`src/rtl/gbe_udp_tx_arb_if.sv`:
```
// Channel request/payload bundle and MAC byte stream for the
// UDP transmit arbiter.
interface gbe_udp_tx_arb_if #(
  parameter int N_CH = 2
);
  logic [N_CH-1:0]    ch_valid;
  logic [16*N_CH-1:0] ch_len;
  logic [32*N_CH-1:0] ch_destip;
  logic [16*N_CH-1:0] ch_destport;
  logic [8*N_CH-1:0]  ch_data;
  logic [N_CH-1:0]    ch_rd;
  logic [N_CH-1:0]    ch_done;
  logic [N_CH-1:0]    ch_err;
  logic [7:0]         mac_tx_data;
  logic               mac_tx_dvld;
  logic               mac_tx_ack;

  modport master (
    input  ch_valid,
    input  ch_len,
    input  ch_destip,
    input  ch_destport,
    input  ch_data,
    input  mac_tx_ack,
    output ch_rd,
    output ch_done,
    output ch_err,
    output mac_tx_data,
    output mac_tx_dvld
  );

  modport slave (
    output ch_valid,
    output ch_len,
    output ch_destip,
    output ch_destport,
    output ch_data,
    output mac_tx_ack,
    input  ch_rd,
    input  ch_done,
    input  ch_err,
    input  mac_tx_data,
    input  mac_tx_dvld
  );
endinterface

```
`src/rtl/gbe_udp_tx_arb.sv`:
```
// Round-robin UDP/IPv4 frame builder: arbitrates N_CH packet sources
// and streams Ethernet frames byte-wise to a GbE MAC.
module gbe_udp_tx_arb #(
  parameter int N_CH        = 2,
  parameter int MAX_PAYLOAD = 1472,
  parameter int IFG_CYCLES  = 12
) (
  input  logic        mac_clk,
  input  logic        mac_rst_n,
  gbe_udp_tx_arb_if.master bus,
  input  logic        local_enable,
  input  logic [47:0] local_mac,
  input  logic [31:0] local_ip,
  input  logic [15:0] local_port,
  input  logic [7:0]  local_gateway,
  output logic [7:0]  arp_cache_addr,
  input  logic [47:0] arp_cache_rd_data,
  output logic [31:0] tx_pkt_count
);

  localparam int GW = (N_CH > 1) ? $clog2(N_CH) : 1;
  localparam logic [15:0] MAX_LEN = 16'(MAX_PAYLOAD);
  localparam int IFG_N = (IFG_CYCLES > 0) ? IFG_CYCLES : 1;
  localparam logic [15:0] IFG_LAST = 16'(IFG_N - 1);

  typedef enum logic [3:0] {
    IDLE, LOOKUP, CSUM, WAIT_ACK, HDR,
    DATA, PAD, DISCARD, GAP
  } state_t;

  state_t state, state_nx;

  logic [7:0]  data_a [N_CH];
  logic [15:0] len_a  [N_CH];
  logic [31:0] ip_a   [N_CH];
  logic [15:0] port_a [N_CH];

  logic [GW-1:0]   grant_q;
  logic [GW-1:0]   rr_ptr;
  logic [GW-1:0]   pick;
  logic            pick_vld;
  logic [N_CH-1:0] hi_mask;

  logic [15:0] len_q;
  logic [31:0] destip_q;
  logic [15:0] destport_q;
  logic [47:0] dst_mac;
  logic [15:0] byte_idx;
  logic [1:0]  sub_q;
  logic [19:0] acc_q;
  logic [15:0] csum_q;
  logic [15:0] ip_id;
  logic [15:0] gap_q;

  logic [15:0]  sel_len;
  logic         bad_len;
  logic [15:0]  ip_len;
  logic [15:0]  udp_len;
  logic [19:0]  sum_w;
  logic [16:0]  fold1;
  logic [15:0]  fold2;
  logic [335:0] hdr;
  logic [5:0]   hsel;
  logic [7:0]   hbyte;
  logic         last_pay;

  logic [7:0]      tx_data;
  logic            tx_dvld;
  logic [N_CH-1:0] rd_v;
  logic [N_CH-1:0] done_v;
  logic [N_CH-1:0] err_v;
  logic            fin;

  always_comb begin
    for (int i = 0; i < N_CH; i++) begin
      data_a[i] = bus.ch_data[i*8 +: 8];
      len_a[i]  = bus.ch_len[i*16 +: 16];
      ip_a[i]   = bus.ch_destip[i*32 +: 32];
      port_a[i] = bus.ch_destport[i*16 +: 16];
    end
  end

  // Lowest requester above the last grant wins, else lowest overall.
  always_comb begin
    pick     = '0;
    pick_vld = |bus.ch_valid;
    for (int i = 0; i < N_CH; i++)
      hi_mask[i] = bus.ch_valid[i] && (i > int'(rr_ptr));
    for (int i = N_CH - 1; i >= 0; i--)
      if (bus.ch_valid[i]) pick = GW'(i);
    for (int i = N_CH - 1; i >= 0; i--)
      if (hi_mask[i]) pick = GW'(i);
  end

  assign sel_len = len_a[pick];
  assign bad_len = (sel_len == 16'd0) || (sel_len > MAX_LEN);

  assign arp_cache_addr =
    (destip_q[31:8] != local_ip[31:8]) ? local_gateway
                                       : destip_q[7:0];

  assign ip_len  = len_q + 16'd28;
  assign udp_len = len_q + 16'd8;

  assign sum_w = 20'h04500 + {4'd0, ip_len} + {4'd0, ip_id}
               + 20'h04000 + 20'h0FF11
               + {4'd0, local_ip[31:16]} + {4'd0, local_ip[15:0]}
               + {4'd0, destip_q[31:16]} + {4'd0, destip_q[15:0]};
  assign fold1 = {1'b0, acc_q[15:0]} + {13'd0, acc_q[19:16]};
  assign fold2 = acc_q[15:0] + {15'd0, acc_q[16]};

  assign hdr = {dst_mac, local_mac, 16'h0800,
                8'h45, 8'h00, ip_len, ip_id, 16'h4000,
                8'hFF, 8'h11, csum_q, local_ip, destip_q,
                local_port, destport_q, udp_len, 16'h0000};
  assign hsel  = 6'd41 - byte_idx[5:0];
  assign hbyte = hdr[{hsel, 3'b000} +: 8];

  assign last_pay = (byte_idx == len_q + 16'd41);

  always_ff @(posedge mac_clk or negedge mac_rst_n) begin
    if (!mac_rst_n) state <= IDLE;
    else            state <= state_nx;
  end

  always_comb begin
    state_nx = state;
    tx_data  = 8'h00;
    tx_dvld  = 1'b0;
    rd_v     = '0;
    done_v   = '0;
    err_v    = '0;
    fin      = 1'b0;
    unique case (state)
      IDLE: begin
        if (local_enable && pick_vld)
          state_nx = bad_len ? DISCARD : LOOKUP;
      end
      LOOKUP: begin
        if (sub_q == 2'd1) state_nx = CSUM;
      end
      CSUM: begin
        if (sub_q == 2'd2) state_nx = WAIT_ACK;
      end
      WAIT_ACK: begin
        tx_dvld = 1'b1;
        tx_data = hbyte;
        if (bus.mac_tx_ack)
          state_nx = HDR;
        else if (!bus.ch_valid[grant_q])
          state_nx = IDLE;
      end
      HDR: begin
        tx_dvld = 1'b1;
        tx_data = hbyte;
        if (byte_idx == 16'd41) state_nx = DATA;
      end
      DATA: begin
        tx_dvld       = 1'b1;
        tx_data       = data_a[grant_q];
        rd_v[grant_q] = 1'b1;
        if (last_pay) begin
          if (len_q < 16'd18) begin
            state_nx = PAD;
          end else begin
            done_v[grant_q] = 1'b1;
            fin             = 1'b1;
            state_nx        = GAP;
          end
        end
      end
      PAD: begin
        tx_dvld = 1'b1;
        if (byte_idx == 16'd59) begin
          done_v[grant_q] = 1'b1;
          fin             = 1'b1;
          state_nx        = GAP;
        end
      end
      DISCARD: begin
        if (byte_idx == len_q) begin
          done_v[grant_q] = 1'b1;
          err_v[grant_q]  = 1'b1;
          state_nx        = IDLE;
        end else begin
          rd_v[grant_q] = 1'b1;
        end
      end
      GAP: begin
        if (gap_q == IFG_LAST) state_nx = IDLE;
      end
      default: state_nx = IDLE;
    endcase
  end

  always_ff @(posedge mac_clk or negedge mac_rst_n) begin
    if (!mac_rst_n) begin
      grant_q      <= '0;
      rr_ptr       <= GW'(N_CH - 1);
      len_q        <= '0;
      destip_q     <= '0;
      destport_q   <= '0;
      dst_mac      <= '0;
      byte_idx     <= '0;
      sub_q        <= '0;
      acc_q        <= '0;
      csum_q       <= '0;
      ip_id        <= '0;
      gap_q        <= '0;
      tx_pkt_count <= '0;
    end else begin
      unique case (state)
        IDLE: begin
          if (state_nx != IDLE) begin
            grant_q    <= pick;
            rr_ptr     <= pick;
            len_q      <= sel_len;
            destip_q   <= ip_a[pick];
            destport_q <= port_a[pick];
            sub_q      <= '0;
            byte_idx   <= '0;
          end
        end
        LOOKUP: begin
          sub_q <= sub_q + 2'd1;
          // Read data now reflects the address from the first cycle.
          if (sub_q == 2'd1) begin
            dst_mac <= arp_cache_rd_data;
            sub_q   <= '0;
          end
        end
        CSUM: begin
          sub_q <= sub_q + 2'd1;
          if (sub_q == 2'd0) acc_q <= sum_w;
          if (sub_q == 2'd1) acc_q <= {3'd0, fold1};
          if (sub_q == 2'd2) begin
            csum_q   <= ~fold2;
            byte_idx <= '0;
            sub_q    <= '0;
          end
        end
        WAIT_ACK: begin
          if (bus.mac_tx_ack) byte_idx <= 16'd1;
        end
        HDR, DATA, PAD: byte_idx <= byte_idx + 16'd1;
        DISCARD: begin
          if (byte_idx != len_q) byte_idx <= byte_idx + 16'd1;
        end
        GAP: gap_q <= gap_q + 16'd1;
        default: ;
      endcase
      if (fin) begin
        ip_id        <= ip_id + 16'd1;
        tx_pkt_count <= tx_pkt_count + 32'd1;
        gap_q        <= '0;
      end
    end
  end

  assign bus.mac_tx_data = tx_data;
  assign bus.mac_tx_dvld = tx_dvld;
  assign bus.ch_rd       = rd_v;
  assign bus.ch_done     = done_v;
  assign bus.ch_err      = err_v;

endmodule

```
`src/flat_wrapper.sv`:
```
// flat-port wrapper written by rule: the top's interface ports become plain ports
module gbe_udp_tx_arb_flat 
#(
  parameter int N_CH        = 2,
  parameter int MAX_PAYLOAD = 1472,
  parameter int IFG_CYCLES  = 12
)
  (mac_clk, mac_rst_n, local_enable, local_mac, local_ip, local_port, local_gateway, arp_cache_addr, arp_cache_rd_data, tx_pkt_count, bus_ch_valid, bus_ch_len, bus_ch_destip, bus_ch_destport, bus_ch_data, bus_mac_tx_ack, bus_ch_rd, bus_ch_done, bus_ch_err, bus_mac_tx_data, bus_mac_tx_dvld);
  gbe_udp_tx_arb_if #(.N_CH(N_CH)) bus_i ();
  input  logic mac_clk;
  input  logic mac_rst_n;
  input  logic local_enable;
  input  logic [47:0] local_mac;
  input  logic [31:0] local_ip;
  input  logic [15:0] local_port;
  input  logic [7:0] local_gateway;
  output logic [7:0] arp_cache_addr;
  input  logic [47:0] arp_cache_rd_data;
  output logic [31:0] tx_pkt_count;
  input wire logic [$bits(bus_i.ch_valid)-1:0] bus_ch_valid;
  input wire logic [$bits(bus_i.ch_len)-1:0] bus_ch_len;
  input wire logic [$bits(bus_i.ch_destip)-1:0] bus_ch_destip;
  input wire logic [$bits(bus_i.ch_destport)-1:0] bus_ch_destport;
  input wire logic [$bits(bus_i.ch_data)-1:0] bus_ch_data;
  input wire logic [$bits(bus_i.mac_tx_ack)-1:0] bus_mac_tx_ack;
  output wire logic [$bits(bus_i.ch_rd)-1:0] bus_ch_rd;
  output wire logic [$bits(bus_i.ch_done)-1:0] bus_ch_done;
  output wire logic [$bits(bus_i.ch_err)-1:0] bus_ch_err;
  output wire logic [$bits(bus_i.mac_tx_data)-1:0] bus_mac_tx_data;
  output wire logic [$bits(bus_i.mac_tx_dvld)-1:0] bus_mac_tx_dvld;
  assign bus_i.ch_valid = bus_ch_valid;
  assign bus_i.ch_len = bus_ch_len;
  assign bus_i.ch_destip = bus_ch_destip;
  assign bus_i.ch_destport = bus_ch_destport;
  assign bus_i.ch_data = bus_ch_data;
  assign bus_i.mac_tx_ack = bus_mac_tx_ack;
  assign bus_ch_rd = bus_i.ch_rd;
  assign bus_ch_done = bus_i.ch_done;
  assign bus_ch_err = bus_i.ch_err;
  assign bus_mac_tx_data = bus_i.mac_tx_data;
  assign bus_mac_tx_dvld = bus_i.mac_tx_dvld;
  gbe_udp_tx_arb #(.N_CH(N_CH), .MAX_PAYLOAD(MAX_PAYLOAD), .IFG_CYCLES(IFG_CYCLES)) u_core (.mac_clk(mac_clk), .mac_rst_n(mac_rst_n), .bus(bus_i), .local_enable(local_enable), .local_mac(local_mac), .local_ip(local_ip), .local_port(local_port), .local_gateway(local_gateway), .arp_cache_addr(arp_cache_addr), .arp_cache_rd_data(arp_cache_rd_data), .tx_pkt_count(tx_pkt_count));
endmodule
```
`config.mk`:
```
export PLATFORM = sky130hd
export DESIGN_NAME = gbe_udp_tx_arb_flat
export DESIGN_NICKNAME = d
export VERILOG_FILES = /design/src/rtl/gbe_udp_tx_arb_if.sv /design/src/rtl/gbe_udp_tx_arb.sv /design/src/flat_wrapper.sv
export SDC_FILE = /design/constraint.sdc
export NUM_CORES = 1
export LEC_CHECK = 0
export BUFFER_PORTS_ARGS = -buffer_cell sky130_fd_sc_hd__buf_4
export CAP_MARGIN = 20
export CORE_MARGIN = 2
export CORE_UTILIZATION = 50
export CTS_CLUSTER_SIZE = 12
export DETAILED_ROUTE_END_ITERATION = 10
export PLACE_DENSITY = 0.74
export SETUP_SLACK_MARGIN = 0.2
export SYNTH_ARGS = -nofsm -noshare
export SYNTH_HDL_FRONTEND = slang
export SYNTH_SLANG_ARGS = --single-unit
```
`constraint.sdc`:
```
create_clock -name mac_clk -period 15.7 [get_ports mac_clk]
set_input_delay 3.14 -clock mac_clk [delete_from_list [all_inputs] [get_ports mac_clk]]
set_output_delay 3.14 -clock mac_clk [all_outputs]
set_load 0.03 [all_outputs]
```
== Word-level counts from Yosys, hierarchy flattened ==
Cells that the tools add are included.
Storage, ports and cells
  register bits: 236
  latch bits: 0
  RAM bits: 0
  bits in read-only memories: 0
  word-level logic and storage cells: 147
  memories: 0
Cells by class
  add/subtract/negate cells: 19
  $mul: 0
  div/mod/pow operators: 0
  magnitude comparators: 7
  eq/ne operators: 21
  shift-type cells: 1
  multiplexer cells: 60
  bitwise operators: 3
  reduce and logical (&&, ||, !) cells: 22
Operators by type and width (count)
  $shiftx 336x10->8: 1
  $mux 16: 12
  $add 20x16->20: 5
  $mux 32: 3
  $pmux 16 s5: 1
  $add 16x1->16 const B: 3
  $mux 4: 11
  $mux 20: 2
  $pmux 4 s9: 1
  $add 32x1->32 const B: 1
  $eq 16x16->1: 2
  $eq 16x6->1 const B: 2
  $mux 8: 4
  $ne 24x24->1: 1
  $add 20x15->20 const B: 1
  $add 20x16->20 const B: 1
  $mux 2: 9
  $add 15x16->17 const A: 1
  $add 16x4->17: 1
  $add 16x1->16: 1
  $add 16x4->16 const B: 1
  $add 16x5->16 const B: 1
  $add 16x6->16 const B: 1
  $eq 16x4->1 const B: 1
  other kinds (40): 66

== Depth between registers and ports, before layout ==
  word-level depth: 15
  depth in mapped cells: 24

== Least setup slack after synthesis ==
No wires, ideal clock.
  kind: input to output
  from: in local_ip[30]
  to: out arp_cache_addr[1]
  arrival: 4.663 ns
  path slack: 7.897 ns
  stages: 5
  cell sequence: xnor2_1 nand4_1 nor4_1 nand3_1 o21ai_0
Between the ends
  word-level cells in the longest chain between the ends: 2
Ends and longest elaborated chain
  start, declared: RTL line flat_wrapper.sv:14  | input logic [31:0] local_ip;
  $ne 24x24->1: RTL line gbe_udp_tx_arb.sv:99  | (destip_q[31:8] != local_ip[31:8]) ? local_gateway
  $mux 8: RTL line gbe_udp_tx_arb.sv:99
  end, declared: RTL line flat_wrapper.sv:17  | output logic [7:0] arp_cache_addr;
Every way passes these cells.

== Worst setup path after layout ==
  from: in local_mac[34]
  to: out bus_mac_tx_data[2]
Between the ends
  word-level cells in the longest chain between the ends: 2
Ends and longest elaborated chain
  start, declared: RTL line flat_wrapper.sv:13  | input logic [47:0] local_mac;
  $shiftx 336x10->8: RTL line gbe_udp_tx_arb.sv:117  | assign hbyte = hdr[{hsel, 3'b000} +: 8];
  $pmux 8 s2: RTL line gbe_udp_tx_arb.sv:134  | unique case (state)
  end, declared: RTL line flat_wrapper.sv:29  | output wire logic [$bits(bus_i.mac_tx_data)-1:0] bus_mac_tx_data;
Every way passes these cells.

==> flow_summary_export.csv <==
group,metric,value,unit
yosys,synth_area_leaders,"dfrtp_1 33%, fa_1 7.0%, nand2_1 5.8%",
clock_network,cts_resized,0,
yosys,synth_area,17900,um2
yosys,synth_warnings,0,
yosys,synth.most_common_cell,"nand2_1",
clock_network,cts_tree,"done",
clock_network,clockBufferDepth,3,
route,drtIter0Drc,1345,
clock_network,path_clk_slew,60,ps
outcome,outcome,"complete, no violations",
setup_path,worstPathMaxFanout,1,
sta,fmax,123,MHz
yosys,synth_ff_type,"dfrtp_1",
route,dr_wl_met3,4.19,mm
route,first_pass_iters,5,
sta,tightest_slew,917,ps
placed_design,port_buffers,356,
setup_path,ff2ff_setup_slack,8910,ps
floorplan,ioPinCount,357,
floorplan,die-area,37300,um2
floorplan,rows,69,
route,postRouteAntennaNets,0,
yosys,synthArstFlopShare,100,%
global_route,grt_start_max_net_pins,106,
sta,period_minus_slack,8150,ps
yosys,synth-seq-cells,236,
sta,fin_crit_sh,51.9,%
placed_design,gp_congestion,0.989,
yosys,synth-seq-area-share,33.0,%
placed_design,placed_area,20800,um2
floorplan,start_util,50.6,%
cells_and_area,final_nets,2676,
yosys,synthTopCellsByCount,"277 x nand2_1, 235 x dfrtp_1, 169 x nor2_1",
clock_network,htreeDepth,1,
floorplan,dieWidth,193,um
clock_network,cts_root_buffer,"clkbuf_16",
setup_path,cp-end-kind,"primary output",
cells_and_area,finalInstanceArea,21800,um2
global_route,grt_antenna_before_repair,1,
setup_path,cp_cell_sequence,"buf_4 -> mux4_2 -> a21oi_1 -> nor2_1 -> a31oi_1 -> o22ai_1 -> a21oi_1 -> o21ai_0 -> buf_4",
setup_path,r2r-start,"u_core.len_q[2]",
cells_and_area,fill_cells,3061,
min_path,min-delay-path-class,"flip-flop to flip-flop",
route,vias,16500,
setup_path,cp.arrival,5010,ps
yosys,ys_types,74,
clock_network,holdBufCountCts,0,
sta,setup_viol,0,
route,via_per_inst,6.02,
route,drt-total-wl,60.8,mm
clock_network,clock_latency,560,ps
yosys,synth_area_per_cell,9.07,um2
sta,relSlewSlack,38.8,%
route,wl_per_cell,22.2,um
global_route,overflow,0,
clock_network,post_cts_buffers,0,
placed_design,dpl.hpwl,47.6,mm
floorplan,die_h,193,um
global_route,gr-usage-all-layers,31.7,%
route,highest_layer,"met4",
clock_network,cts_made_buffers,28,
route,remaining_drc_errors,0,
sta,setup_tns,0,ps
min_path,hp-start,"u_core.tx_pkt_count[31]",
cells_and_area,syn_to_final_growth,21.9,%
sta,hold_viol,0,
yosys,synth_top_area_cell,"dfrtp_1",
sta,rsz0062_at_grt,"false",
yosys,netlist.area_leader.share,32.8,%
setup_path,worstReg2RegEnd,"u_core.acc_q[18]",
cells_and_area,layout-drive-gt1-share,24.1,%
setup_path,worstRegToRegCells,21,
sta,finClkSkew,21.0,ps
job,drv_cap,0,
clock_network,cts_sinks,236,
setup_path,critPathRequiredTime,12560,ps
route,wl_met1,24.8,mm
global_route,grt_pass1_vias,16000,
yosys,synthCells,1973,
setup_path,slowest_stage,"mux4_2",
global_route,grt_first_pass_wirelength,93.1,mm
yosys,synth-edff-count,0,
sta,slew_violations,0,
route,dr_wl_met2,29.6,mm
min_path,hold_path_end,"u_core.tx_pkt_count[31]",
min_path,holdPathStages,1,
setup_path,critPathLaunchType,"input pin",
floorplan,core-area,35400,um2
yosys,synth_fp_nets,2397,
setup_path,cpPeakStageDelay,490,ps
setup_path,crit_type,"input pin to primary output",
-- per-stage QoR --
stage / cells / util (%) / hold slack [ps] / setup WS (ps)
CTS: 2734 / 61.6 / 479 / 7540
detailed placement: 2682 / 58.8 / 458 / 7550
global placement: 2682 / 58.8 / 456 / 7520
global route: 2735 / 61.6 / 500 / 7460
finish: 2736 / 61.6 / 475 / 7550
floorplan: 1973 / - / 441 / 7900
-- cells in the final DEF, fill, tap and decap left out, types with 14 or more instances in the layout --
master     synthesis  final
a21oi_1           71     71
a31oi_1           85     85
and3_1            29     29
buf_4              2    369
clkbuf_16          0     28
dfrtp_1          235    233
fa_1              63     63
ha_1              59     59
inv_1            116    116
mux2_2            58     58
mux2i_1           34     34
mux4_2            43     43
nand2_1          277    276
nand3_1           49     49
nand4_1           39     39
nor2_1           169    169
nor2b_1           14     14
nor3_1            33     33
nor4_1            16     16
o21ai_0           98     98
o22ai_1           18     18
xnor2_1           98     97
xor2_1            71     70
-- worst max-delay path, delay by kind of cell --
family,cells,cell delay (ps)
AOI/OAI and AO/OA,5,950
buffers and inverters,2,370
muxes,1,490
and+or+nand+nor,1,50
-- how the worst max path moves through the flow --
stage | startpoint | endpoint | slack (ps) | depth (start not counted)
final | local_mac[34] | bus_mac_tx_data[2] | 7550 | 9
after global routing | local_ip[25] | bus_mac_tx_data[1] | 7460 | 9
after CTS | local_mac[34] | bus_mac_tx_data[2] | 7540 | 9
after detailed placement | local_mac[34] | bus_mac_tx_data[2] | 7550 | 9
after global placement | local_mac[34] | bus_mac_tx_data[2] | 7520 | 9
after floorplan | local_ip[30] | arp_cache_addr[1] | 7900 | 5
-- sequential cells by signal (all words and copies together), names as in the netlist, 20 cells and up --
name and count:
u_core.dst_mac 48, u_core.acc_q 20, u_core.tx_pkt_count 32, u_core.destip_q 32
-- metal layers --
metal | up-vias | global-route usage, %
met3 | 129 | 4.17
met2 | 823 | 53.5
met5 | - | 0
met4 | 0 | 10.5
li1 | 7475 | -
met1 | 8034 | 42.4
-- cell families (layout without fill, tap and decap cells) --
family,Yosys count,after routing,share of synthesized area [%]
AOI/OAI and AO/OA,367,367,12.8
DFF,236,236,33.0
other,0,1,0
buffers and inverters,239,540,5.28
and+or+nand+nor,704,704,18.5
muxes,135,135,11.0
adders and majority gates,122,122,11.2
xor gates and xnor gates,170,170,8.36
-- layout make-up --
class / instances / area (um2) / share of cell area [%]
multi-input cells: 1498 / 11100 / 50.8
flip-flops and latches: 236 / 5910 / 27.1
repair buffers: 371 / 2800 / 12.8
clock buffers: 41 / 830 / 3.80
well taps: 461 / 577 / 2.64
inverters: 117 / 439 / 2.01
clock inverters: 11 / 176 / 0.808
diodes: 1 / 2.50 / 0.0115
Power is left out: the tool's default activity adds up to more than one toggle a clock period on the data nets, which glitch-free logic cannot reach.
